===== src/rtl/field_lock_clear.sv =====
// Playfield lock/line-clear engine: merges a latched 3x3 piece into a 10x10
// field, then removes full rows one scan step at a time, bottom row first.
module field_lock_clear (
  input  logic        clock,
  input  logic        resetn,
  input  logic        lock_req,
  input  logic        clear_req,
  input  logic [0:8]  block,
  input  logic [3:0]  blockX,
  input  logic [3:0]  blockY,
  output logic [0:99] field,
  output logic        busy,
  output logic        done,
  output logic [1:0]  lines_cleared,
  output logic [15:0] total_lines,
  output logic        game_over
);

  typedef enum logic [2:0] {IDLE, MERGE, SCAN, SHIFT, DONE} state_t;

  state_t      r_state, w_next;
  logic [3:0]  r_row;
  logic [1:0]  r_count;
  logic [0:8]  r_block;
  logic [3:0]  r_bx, r_by;
  logic [0:99] r_field;
  logic [1:0]  r_lines;
  logic [15:0] r_total;
  logic        r_go;

  logic [0:99] w_merged, w_shifted;
  logic [15:0] w_full;
  logic        w_row_full;
  logic [16:0] w_sum;

  // Each in-field cell is set when some mask bit lands on it; anything
  // landing past row/col 9 simply matches no cell and is dropped.
  always_comb begin
    w_merged = r_field;
    for (int r = 0; r < 10; r++)
      for (int c = 0; c < 10; c++)
        for (int y = 0; y < 3; y++)
          for (int x = 0; x < 3; x++)
            if (r >= y && c >= x && r_block[y*3+x] &&
                r_by == 4'(r - y) && r_bx == 4'(c - x))
              w_merged[r*10+c] = 1'b1;
  end

  always_comb begin
    w_full = '0;
    for (int r = 0; r < 10; r++)
      w_full[r] = &r_field[r*10 +: 10];
    w_row_full = w_full[r_row];
  end

  always_comb begin
    w_shifted = r_field;
    for (int r = 1; r < 10; r++)
      if (4'(r) <= r_row)
        w_shifted[r*10 +: 10] = r_field[(r-1)*10 +: 10];
    w_shifted[0:9] = '0;
  end

  assign w_sum = {1'b0, r_total} + {15'd0, r_count};

  always_comb begin
    w_next = r_state;
    case (r_state)
      IDLE:    if (lock_req && !clear_req) w_next = MERGE;
      MERGE:   w_next = SCAN;
      SCAN: begin
        if (w_row_full)          w_next = SHIFT;
        else if (r_row == 4'd0)  w_next = DONE;
      end
      SHIFT:   w_next = SCAN;
      DONE:    w_next = IDLE;
      default: w_next = IDLE;
    endcase
  end

  always_ff @(posedge clock or negedge resetn) begin
    if (!resetn) begin
      r_state <= IDLE;
      r_row   <= 4'd9;
      r_count <= 2'd0;
      r_block <= '0;
      r_bx    <= 4'd0;
      r_by    <= 4'd0;
      r_field <= '0;
      r_lines <= 2'd0;
      r_total <= 16'd0;
      r_go    <= 1'b0;
    end else begin
      r_state <= w_next;
      case (r_state)
        IDLE: begin
          if (clear_req) begin
            r_field <= '0;
            r_lines <= 2'd0;
            r_total <= 16'd0;
            r_go    <= 1'b0;
          end else if (lock_req) begin
            r_block <= block;
            r_bx    <= blockX;
            r_by    <= blockY;
          end
        end
        MERGE: begin
          r_field <= w_merged;
          r_row   <= 4'd9;
          r_count <= 2'd0;
        end
        SCAN: begin
          // Pointer stays put on a full row so the row shifted down gets rescanned.
          if (!w_row_full && r_row != 4'd0) r_row <= r_row - 4'd1;
        end
        SHIFT: begin
          r_field <= w_shifted;
          if (r_count != 2'd3) r_count <= r_count + 2'd1;
        end
        DONE: begin
          r_lines <= r_count;
          r_total <= w_sum[16] ? 16'hFFFF : w_sum[15:0];
          r_go    <= r_go | (|r_field[0:9]);
          r_row   <= 4'd9;
        end
        default: ;
      endcase
    end
  end

  assign field         = r_field;
  assign busy          = (r_state != IDLE);
  assign done          = (r_state == DONE);
  assign lines_cleared = r_lines;
  assign total_lines   = r_total;
  assign game_over     = r_go;

endmodule


===== config.mk =====
export PLATFORM = sky130hd
export DESIGN_NAME = field_lock_clear
export DESIGN_NICKNAME = d
export VERILOG_FILES = /design/src/rtl/field_lock_clear.sv
export SDC_FILE = /design/constraint.sdc
export NUM_CORES = 1
export LEC_CHECK = 0
export BUFFER_PORTS_ARGS = -buffer_cell sky130_fd_sc_hd__buf_4
export CORE_MARGIN = 5
export CORE_UTILIZATION = 46
export DETAILED_ROUTE_END_ITERATION = 8
export PLACE_DENSITY = 0.68
export SYNTH_ARGS = -nofsm -noshare
export SYNTH_HDL_FRONTEND = slang
export SYNTH_SLANG_ARGS = --single-unit
export TNS_END_PERCENT = 1

===== constraint.sdc =====
create_clock -name clock -period 3.8 [get_ports clock]
set_clock_uncertainty 0.1 [all_clocks]
set_input_delay 0.38 -clock clock [delete_from_list [all_inputs] [get_ports clock]]
set_output_delay 0.38 -clock clock [all_outputs]
set_load 0.1 [all_outputs]

# Word level (Yosys, flattened, before mapping)
# Index checks and enable logic that the tools add are counted.
# totals
register_bits	145
latch_bits	0
ramBits	0
rom_bits	0
input_bits	21
output_inout_bits	121
elab_cells	1960
mem_count	0
# op_classes
add_sub_neg	3
mul	0
div_mod_pow	0
magnitude_cmp	10
eq_ne	137
shifts	0
mux	757
bitwise	2
reduce_logical	942
# op_table
cell	count
$logic_and 1x1->1	812
$mux 1	731
$ne 10x10->1 const B	64
$reduce_and 4->1	90
$pmux 100 s3	1
$ne 7x7->1 const B	16
$mux 100	1
$reduce_and 10->1	10
$mux 10	9
$ne 4x4->1 const B	16
$reduce_and 3->1	11
$eq 4x3->1 const B	8
$mux 16	2
$pmux 16 s2	1
$ne 2x2->1 const B	15
$add 16x2->17	1
$eq 4x2->1 const B	4
$eq 4x4->1 const B	4
$le 3x4->1 const A	4
$logic_not 4->1	3
$reduce_or 10->1	1
$mux 3	3
$ne 3x3->1 const B	3
$pmux 3 s3	1
other kinds (26)	40

# Longest topological paths before layout
# Gate-level depths: netlist (run 1).
# depth
ltp_word	13
depth_mapped	10
mapped_depth_nobuf	9

# Worst setup path before layout (run 1)
# OpenSTA, ideal clock, no wires.
# synth_path
path_type	flip-flop to flip-flop
from	reg r_total[0], in the netlist total_lines[0]
to	reg r_total[1], in the netlist total_lines[1]
setup_time_ps	84
t_arrival_ps	2959
t_required_ps	3616
setup_slack_ps	657
stages_incl_launch_ff	11
path_buffers	1
path_cell_list	dfrtp_1 ha_1 inv_1 fa_1 nand3b_1 nor3_1 nand3_1 clkbuf_1 nand2_1 nand2_1 o21ai_0
# synth_via
elab_chain_len	3
# synth_lines
item	line	text
start, declared	28	logic [15:0] r_total;
start signal, assigned	123	r_total <= w_sum[16] ? 16'hFFFF : w_sum[15:0];
$add 16x2->17	64	assign w_sum = {1'b0, r_total} + {15'd0, r_count};
$mux 16	123	
$pmux 16 s2	95	case (r_state)
# No other way between the ends.
# A chain may end at the register's enable or synchronous reset.

# Final worst setup path (run 1)
# layout_path
from	reg r_state[1]
to	out done
# layout_via
elab_chain_len	1
# layout_lines
item	line	text
start, declared	21	state_t r_state, w_next;
start signal, assigned	94	r_state <= w_next;
$eq 3x3->1	134	assign done = (r_state == DONE);
end, declared	13	output logic done,
# No other way between the ends.

==> results of run 1 <==
## state kept, by name, indices dropped and copies added, names as in the netlist, 3 cells and up
register,count
field,100
r_bx,4
r_block,9
r_row,4
total_lines,16
r_state,3
r_by,4
## power by group through the flow
stage	Sequential, W	Combinational, W	Clock, W
3_5_place_dp	0.00282	0.00601	0
4_1_cts	0.00280	0.00604	0.00179
3_3_place_gp	0.00283	0.00596	0
6_report	0.00284	0.00610	0.00178
2_1_floorplan	0.00440	0.00283	0
5_1_grt	0.00290	0.00640	0.00187
## cell usage after synthesis (5+ instances only)
library cell / n
o21a_1: 6
nand3_1: 16
and3_1: 16
o22ai_1: 45
o31ai_1: 8
nand2b_1: 8
nor3_1: 22
a221oi_4: 5
a22o_1: 16
nand4b_1: 6
nor2b_1: 10
a22oi_1: 42
nor2_2: 12
a21oi_1: 98
inv_1: 90
ha_1: 8
mux2_2: 20
nand4_1: 16
dfrtp_1: 143
clkbuf_1: 68
buf_2: 16
mux2i_1: 82
o21ai_1: 41
o21ai_0: 165
nand2_1: 55
nor2_1: 29
a21oi_2: 6
## kinds of logic (layout without fill, tap and decap cells)
family          count (synthesis)  count (layout)  share of synthesized area
flops                         145             145                      0.384
compound gates                471             471                      0.305
mux                           102             102                      0.111
buf+inv                       178             286                     0.0735
fa+ha+maj                       9               9                     0.0127
simple gates                  206             206                      0.114
## cell type report
| cell class | count | area [um^2] |
|---|---|---|
| Fill cell | 1838 | 8920 |
| Multi-Input combinational cell | 788 | 5150 |
| Sequential cell | 145 | 3630 |
| Timing Repair Buffer | 162 | 1230 |
| Clock buffer | 24 | 492 |
| Inverter | 92 | 345 |
| Tap cell | 270 | 338 |
| Clock inverter | 8 | 126 |
## routing by layer
| metal | routed length, um | track usage | vias to the layer above |
|---|---|---|---|
| met5 | 0 | 0 | - |
| met4 | 985 | 0.0913 | 0 |
| met3 | 3480 | 0.0568 | 80 |
| met2 | 15000 | 0.420 | 576 |
| met1 | 13400 | 0.385 | 4606 |
| li1 | - | - | 4265 |
## worst max-delay path, cell delays in order (launching register included)
cell	delay, ns
dfrtp_1	0.67
nor2_1	0.13
nand2_1	0.36
clkinv_1	0.48
buf_4	0.39
## stage by stage
step | std cells | setup WS (ns)
after floorplan | 1111 | 0.657
after global placement | 1457 | 1.16
after detailed placement | 1457 | 1.08
after CTS | 1489 | 0.887
after global routing | 1489 | 0.710
final | 1489 | 0.855
## path summary, 6_finish.rpt
path / endpoint / cells past startpoint / from
max in group asynchronous: field[41]$_DFFE_PN0P_ / 2 / resetn
hold / removal: field[96]$_DFFE_PN0P_ / 1 / resetn
hold reg to reg: lines_cleared[1]$_DFFE_PN0P_ / 2 / lines_cleared[1]$_DFFE_PN0P_
min in group clock: r_bx[0]$_DFFE_PN0P_ / 2 / blockX[0]
setup / recovery: done / 4 / r_state[1]$_DFFE_PN0P_
setup reg to reg: field[30]$_DFFE_PN0P_ / 7 / r_state[1]$_DFFE_PN0P_
==> results.md, run 1 <==
* Status: finished with violations
* Failing checks: negative hold slack
* Critical path endpoint category: output pin
* Gate power share at 0.569
* Ant diodes at 0
* Commonest non-fill, non-tap cell in the layout: o21ai_0
* Fin Setup TNS at 0 ns
* Ranking of synthesized cells by area: dfrtp_1 38%, o21ai_0 8.7%, mux2i_1 8.7%
* Core area at 0.0202 mm^2
* Clock network power share at 0.166
* Clock buffer count from CTS at 17
* Largest net degree at the start of global routing at 96
* Htree depth at 4
* Period utilization at 0.775
* Fin nets at 1236
* Drt wl/cell at 22.1 um
* Vias after detailed routing at 9527
* Die H at 153 um
* Hold_ws at -0.0229 ns
* Relative slew slack at 0.330
* Final setup viols at 0
* Root Driver: clkbuf_16
* Clock Tree Buf Depth at 2
* Sw frac at 0.568
* Unique cell type count in the Yosys netlist at 60
* Pins Over Slew Limit at 0
* Syn Nets at 1141
* Worst EP arrival at 2.47 ns
* Area Growth Syn to Fin at 19.5%
* Number of DRC markers in iteration 0 at 1151
* Req. time, crit path at 3.32 ns
* Post-DP HPWL at 22.4 mm
* Postcts setup bufs at 0
* Clock Latency Late Sink at 0.43 ns
* Antenna violations before repair at 0
* Final Core Density at 0.559
* P_sw at 0.00609 W
* Crit Path Category: flip-flop to output pin
* Initial Utilization at 0.468
* Design area at 0.0113 mm^2
* Max Clk Rate at 0.340 GHz
* Reg clk slew, reported paths at 0.06 ns
* Post-cts gate resize count at 0
* Synth async-reset ratio at 1.00
* CTS sink cnt at 145
* Routability-driven placement congestion ratio at 0.903
* Slew @ Worst Pin at 1.00 ns
* Global-route wire length before repair at 51.7 mm
* Synth Cell Area at 0.00946 mm^2
* DRT antenna net count at 0
* DRC viols at 0
* Placed Instance Area at 0.0107 mm^2
* DRT Pass-1 Iters at 6
* CTS tree: yes
* Die width at 153 um
* Synthesis Warnings at 0
* Yosys reg bits at 145
* Gr usage total at 0.273
* Sequential area share after synthesis at 0.384
* Flop2flop setup slack at 1.03 ns
* Share of post-route cells with drive strength above 1 at 0.203
* Sequential share of power at 0.265
* Peak fanout along the critical path at 15
* Total routed wirelength at 32.9 mm
* Total power at 0.0107 W
* Cell taking the most area after synthesis: dfrtp_1
* Prevailing post-synth register cell: dfrtp_1
* Port-buffer cells at 141
* RSZ-0062 raised after global routing: no
* Syn avg cell area at 8.52 um^2
* Max_cap viols at 0
* EDFF count, synth at 0
* Cell internal pwr at 0.00464 W
* CP startpoint kind: flip-flop
* Post-synth top area share at 0.378
* Synthesized instance count at 1111
* Grt total ovfl at 0
* HP Class: primary input to async pin
* Pwr Density at 949 mW/mm^2
* Final hold violations at 43
* Post-CTS Hold Buffers at 0
* Row count at 52
* I/O pin count at 142
* Vias per Instance at 6.40
* VDD IR max at 0.000648 V
* Number of global-route vias before repair at 8964
* Die ar. at 0.0235 mm^2
* Most frequent cells in the layout: 165 x o21ai_0, 160 x buf_4, 143 x dfrtp_1
* Tmin final at 2.95 ns
* Pleak at 4.84 nW
Power figures use the tool's default switching activity.
==> inputs of run 2 (changes only) <==
Clock period 3.8 ns to 2.8 ns, I/O delays scaled along.
==> results.md, run 2 (synthesis gave the netlist of run 1 again) <==
* Status: complete, no violations (was finished with violations)
* Design area at 0.0117 mm^2 (was 0.0113 mm^2)
* Slowest cell on crit path: dfrtp_1 (unchanged)
* Critical path endpoint category: flip-flop (was output pin)
* Port-buffer cells at 141 (unchanged)
* Global-route wire length before repair at 52.0 mm (was 51.7 mm)
* Placed Instance Area at 0.0109 mm^2 (was 0.0107 mm^2)
* Commonest non-fill, non-tap cell in the layout: buf_4 (was o21ai_0)
* Crit Path Category: flip-flop to flip-flop (was flip-flop to output pin)
* Area Growth Syn to Fin at 23.1% (was 19.5%)
* Ant diodes at 0 (unchanged)
* Pins Over Slew Limit at 0 (unchanged)
* Tmin final at 2.52 ns
* Clock Latency Late Sink at 0.42 ns (was 0.43 ns)
* Final hold violations at 0 (was 43)
* Grt total ovfl at 0 (unchanged)
* Number of flip-flops in the largest register at 100 (unchanged)
* Min-delay src: block[3]
* Die ar. at 0.0235 mm^2 (unchanged)
* Antenna violations before repair at 0 (unchanged)
* Share of post-route cells with drive strength above 1 at 0.220 (was 0.203)
* CTS sink cnt at 145 (unchanged)
* Post-DP HPWL at 23.0 mm (was 22.4 mm)
* Reg-to-reg startpoint: r_by[0]$_DFFE_PN0P_ (was r_state[1]$_DFFE_PN0P_)
* RSZ-0062 raised after global routing: no (unchanged)
* Vias after detailed routing at 9632 (was 9527)
* DRT Pass-1 Iters at 6 (unchanged)
* Clock Tree Buf Depth at 2 (unchanged)
* CP Capture Point: field[68]$_DFFE_PN0P_ (was done)
* DRT antenna net count at 0 (unchanged)
* HP Class: primary input to flip-flop (was primary input to async pin)
* Hold_ws at 0.00919 ns (was -0.0229 ns)
* Max_cap viols at 0 (unchanged)
* Critical path startpoint: r_by[0]$_DFFE_PN0P_ (was r_state[1]$_DFFE_PN0P_)
* Max Clk Rate at 0.398 GHz
* Postcts setup bufs at 0 (unchanged)
* Worst EP arrival at 2.76 ns (was 2.47 ns)
* CTS tree: yes (unchanged)
* Drt wl/cell at 21.5 um (was 22.1 um)
* Routability-driven placement congestion ratio at 0.949 (was 0.903)
* Initial Utilization at 0.468 (unchanged)
* Die width at 153 um (unchanged)
* Reg-to-reg endpoint: field[68]$_DFFE_PN0P_ (was field[30]$_DFFE_PN0P_)
* Cells on worst reg2reg path at 6 (was 7)
* Gr usage total at 0.272 (was 0.273)
* Number of DRC markers in iteration 0 at 1090 (was 1151)
* Number of global-route vias before repair at 8993 (was 8964)
* Largest net degree at the start of global routing at 91 (was 96)
* Fin Setup TNS at 0 ns (unchanged)
* Period utilization at 0.898
* Die H at 153 um (unchanged)
* Worst path max stage delay at 0.55 ns (was 0.67 ns)
* Post-place setup slack at 0.372 ns (was 1.08 ns)
* Reg clk slew, reported paths at 0.06 ns (about the same)
* Clock buffer count from CTS at 17 (unchanged)
* Final setup viols at 0 (unchanged)
* Post-cts gate resize count at 0 (unchanged)
* CP cell instances: nor2b_1, a2bb2oi_1, nor2_2, a22oi_1, a21oi_1, mux2i_1 (was nor2_1, nand2_1, clkinv_1, buf_4)
* Vias per Instance at 6.30 (was 6.40)
* Post-CTS Hold Buffers at 16 (was 0)
* Peak fanout along the critical path at 13 (was 15)
* Req. time, crit path at 3.05 ns (was 3.32 ns)
* Row count at 52 (unchanged)
* CP startpoint kind: flip-flop (unchanged)
* I/O pin count at 142 (unchanged)
* Total routed wirelength at 32.9 mm (about the same)
* Setup ws final at 0.284 ns (was 0.855 ns)
* Most frequent cells in the layout: 184 x buf_4, 165 x o21ai_0, 141 x dfrtp_1 (was 165 x o21ai_0, 160 x buf_4, 143 x dfrtp_1)
* Relative slew slack at 0.361 (was 0.330)
* Root Driver: clkbuf_16 (unchanged)
* Slew @ Worst Pin at 0.949 ns (was 1.00 ns)
* Fin nets at 1276 (was 1236)
* Total power at 0.0147 W (was 0.0107 W)
* Core area at 0.0202 mm^2 (unchanged)
* Pwr Density at 1260 mW/mm^2 (was 949 mW/mm^2)
* DRC viols at 0 (unchanged)
* Pleak at 5.04 nW (was 4.84 nW)
* Flop2flop setup slack at 0.28 ns (was 1.03 ns)
* Htree depth at 4 (unchanged)
* VDD IR max at 0.00100 V (was 0.000648 V)
==> run 2: layer usage <==
metal,vias up,GRT usage,share of wire
met2,584,0.412,0.46
met1,4636,0.401,0.43
met5,-,0,0
met3,67,0.0532,0.096
met4,0,0.0673,0.020
li1,4345,-,-
==> run 2: power by group <==
part           total, W  internal [W]  switching (W)
registers       0.00368       0.00267        0.00101
logic           0.00866       0.00230        0.00636
clock network   0.00239       0.00145       0.000942
==> run 2: layout make-up <==
type,count,area (um^2)
clock inverters,13,159
inverters,92,345
repair buffers,202,1570
flip-flops and latches,145,3630
well taps,270,338
clock buffers,19,453
fillers,1839,8580
multi-input cells,788,5150
==> run 2: worst min path at each step <==
stage | endpoint | slack [ns] | cells after the start
detailed placement | r_block[7]$_DFFE_PN0P_ | 0.19 | 1
global placement | field[95]$_DFFE_PN0P_ | 0.18 | 1
CTS | r_by[3]$_DFFE_PN0P_ | 0.001 | 2
finish | r_block[3]$_DFFE_PN0P_ | 0.009 | 2
floorplan | field[0]$_DFFE_PN0P_ | -0.12 | 0
global route | r_block[3]$_DFFE_PN0P_ | 0.004 | 2
==> run 2: worst max-delay path, delay by kind of cell, from the launching register on <==
| family | cells | cell delay (ns) |
|---|---|---|
| compound gates | 3 | 0.64 |
| flops | 1 | 0.55 |
| mux | 1 | 0.21 |
| simple gates | 2 | 0.95 |
==> run 2: through the flow <==
step,utilization,std cells
final,0.576,1529
after global routing,0.576,1529
after CTS,0.576,1529
after detailed placement,0.538,1481
after global placement,0.538,1481
after floorplan,-,1111
==> inputs of run 3 (changes only) <==
Settings changed: CORE_MARGIN 5 to not set, MAX_ROUTING_LAYER set to met4.
==> results.md, run 3 (synthesis gave the netlist of run 1 again) <==
* Status: complete, no violations (unchanged)
* Number of DRC markers in iteration 0 at 933 (was 1090)
* Pwr Density at 1250 mW/mm^2 (was 1260 mW/mm^2)
* DRC viols at 0 (unchanged)
* Postcts setup bufs at 0 (unchanged)
* Reg-to-reg endpoint: r_row[2]$_DFFE_PN0P_ (was field[68]$_DFFE_PN0P_)
* CTS sink cnt at 145 (unchanged)
* Commonest non-fill, non-tap cell in the layout: buf_4 (unchanged)
* Placed Instance Area at 0.0109 mm^2 (about the same)
* Fill count at 1855 (was 1839)
* Sw frac at 0.574 (was 0.564)
* Vias per Instance at 6.30 (about the same)
* Share of post-route cells with drive strength above 1 at 0.220 (about the same)
* Die width at 145 um (was 153 um)
* Setup ws final at 0.208 ns (was 0.284 ns)
* Slew @ Worst Pin at 0.854 ns (was 0.949 ns)
* Relative slew slack at 0.431 (was 0.361)
* Final hold violations at 0 (unchanged)
* DRT Pass-1 Iters at 6 (unchanged)
* Vias after detailed routing at 9651 (was 9632)
* Pins Over Slew Limit at 0 (unchanged)
* I/O pin count at 142 (unchanged)
* Post-cts gate resize count at 0 (unchanged)
* Number of global-route vias before repair at 8844 (was 8993)
* Grt total ovfl at 0 (unchanged)
* Post-place setup slack at 0.311 ns (was 0.372 ns)
* Req. time, crit path at 3.03 ns (was 3.05 ns)
* Sequential share of power at 0.256 (was 0.250)
* Cells on worst reg2reg path at 6 (unchanged)
* Global-route wire length before repair at 51.0 mm (was 52.0 mm)
* Clock network power share at 0.152 (was 0.162)
* Design area at 0.0116 mm^2 (was 0.0117 mm^2)
* Clock Tree Buf Depth at 2 (unchanged)
* Hold depth at 4 (was 2)
* Period utilization at 0.926 (was 0.898)
* Reg-to-reg startpoint: r_row[0]$_DFFE_PN1P_ (was r_by[0]$_DFFE_PN0P_)
* Die ar. at 0.0211 mm^2 (was 0.0235 mm^2)
* Gate power share at 0.592 (was 0.588)
* Largest net degree at the start of global routing at 91 (unchanged)
* Routability-driven placement congestion ratio at 0.943 (was 0.949)
* Max_cap viols at 0 (unchanged)
* Pleak at 5.02 nW (was 5.04 nW)
* Critical path endpoint category: flip-flop (unchanged)
* Die H at 145 um (was 153 um)
* Core area at 0.0202 mm^2 (about the same)
* Clock buffer count from CTS at 17 (unchanged)
* HP Class: primary input to flip-flop (unchanged)
* DRT antenna net count at 0 (unchanged)
* Final setup viols at 0 (unchanged)
* Initial Utilization at 0.469 (was 0.468)
* Flop2flop setup slack at 0.21 ns (was 0.28 ns)
* Max Clk Rate at 0.386 GHz (was 0.398 GHz)
* Fin Setup TNS at 0 ns (unchanged)
* Fin nets at 1278 (was 1276)
* RSZ-0062 raised after global routing: no (unchanged)
* Root Driver: clkbuf_16 (unchanged)
* Cell internal pwr at 0.00619 W (was 0.00642 W)
* Most frequent cells in the layout: 183 x buf_4, 165 x o21ai_0, 141 x dfrtp_1 (was 184 x buf_4, 165 x o21ai_0, 141 x dfrtp_1)
* CTS tree: yes (unchanged)
* Peak fanout along the critical path at 17 (was 13)
* Htree depth at 4 (unchanged)
* Port-buffer cells at 141 (unchanged)
* Tmin final at 2.59 ns (was 2.52 ns)
* Min-Delay Endpoint: r_state[0]$_DFFE_PN0P_ (was r_block[3]$_DFFE_PN0P_)
* Gr usage total at 0.318 (was 0.272)
* Drt wl/cell at 21.3 um (was 21.5 um)
* Area Growth Syn to Fin at 22.9% (was 23.1%)
* Clock Latency Late Sink at 0.44 ns (was 0.42 ns)
* Antenna violations before repair at 0 (unchanged)
* P_sw at 0.00833 W (was 0.00831 W)
* CP startpoint kind: flip-flop (unchanged)
* Min-delay src: lock_req (was block[3])
* Row count at 52 (unchanged)
* Worst EP arrival at 2.82 ns (was 2.76 ns)
* Total routed wirelength at 32.6 mm (was 32.9 mm)
* Crit Path Category: flip-flop to flip-flop (unchanged)
* VDD IR max at 0.000874 V (was 0.00100 V)
* Number of flip-flops in the largest register at 100 (unchanged)
* Reg clk slew, reported paths at 0.06 ns (about the same)
* Ant diodes at 0 (unchanged)
* Post-DP HPWL at 22.4 mm (was 23.0 mm)
==> run 3: critical path, stage by stage (launching register included) <==
cell,delay (ns)
dfstp_2,0.84
nand4_1,0.25
o31ai_1,0.39
o2111ai_1,0.24
nand2_1,0.23
a2111oi_0,0.13
a211o_1,0.30
==> run 3: worst max-delay path by stage <==
| stage | cells past startpoint | end | from | slack [ns] |
|---|---|---|---|---|
| after global placement | 8 | total_lines[5]$_DFFE_PN0P_ | r_count[0]$_DFFE_PN0P_ | 0.35 |
| after floorplan | 10 | total_lines[1]$_DFFE_PN0P_ | total_lines[0]$_DFFE_PN0P_ | 0.09 |
| after CTS | 6 | r_row[1]$_DFFE_PN0P_ | r_row[0]$_DFFE_PN1P_ | 0.27 |
| after detailed placement | 6 | r_row[1]$_DFFE_PN0P_ | r_row[0]$_DFFE_PN1P_ | 0.31 |
| final | 6 | r_row[2]$_DFFE_PN0P_ | r_row[0]$_DFFE_PN1P_ | 0.21 |
| after global routing | 8 | total_lines[10]$_DFFE_PN0P_ | r_count[0]$_DFFE_PN0P_ | 0.08 |
==> run 3: power groups by stage <==
stage	clock network [W]	registers, W	logic (W)
after floorplan	0	0.00597	0.00384
after global placement	0	0.00369	0.00834
after detailed placement	0	0.00369	0.00843
after CTS	0.00222	0.00367	0.00847
after global routing	0.00231	0.00378	0.00900
final	0.00221	0.00372	0.00859
==> run 3: layout make-up <==
| class | instances | area, um^2 | share of cell area |
|---|---|---|---|
| clock inverter | 14 | 116 | 0.0100 |
| tap | 270 | 338 | 0.0291 |
| clock buffer | 18 | 439 | 0.0378 |
| inverter | 92 | 345 | 0.0297 |
| timing repair buffer | 204 | 1610 | 0.138 |
| multi-input combinational | 788 | 5150 | 0.443 |
| sequential | 145 | 3630 | 0.312 |
==> run 3: through the flow <==
step / hold slack (ns) / total power [W] / cells / utilization
4_1_cts: 0.251 / 0.0144 / 1531 / 0.577
2_1_floorplan: -0.116 / 0.00981 / 1111 / -
3_5_place_dp: 0.218 / 0.0121 / 1481 / 0.540
6_report: 0.248 / 0.0145 / 1531 / 0.577
3_3_place_gp: 0.210 / 0.0120 / 1481 / 0.540
5_1_grt: 0.296 / 0.0151 / 1531 / 0.577
==> run 3: repair_timing <==
action,in CTS,in global routing
endpoints found under the setup margin,0,0
endpoints found under the hold margin,74,0
hold buffers,18,0
==> run 3: per-layer routing <==
| metal | GRT usage | up-vias | share of wire | wire [um] |
|---|---|---|---|---|
| li1 | - | 4360 | - | - |
| met1 | 0.434 | 4625 | 0.43 | 13900 |
| met5 | - | - | 0 | 0 |
| met4 | 0.115 | 0 | 0.032 | 1050 |
| met2 | 0.461 | 571 | 0.44 | 14500 |
| met3 | 0.0734 | 95 | 0.098 | 3180 |
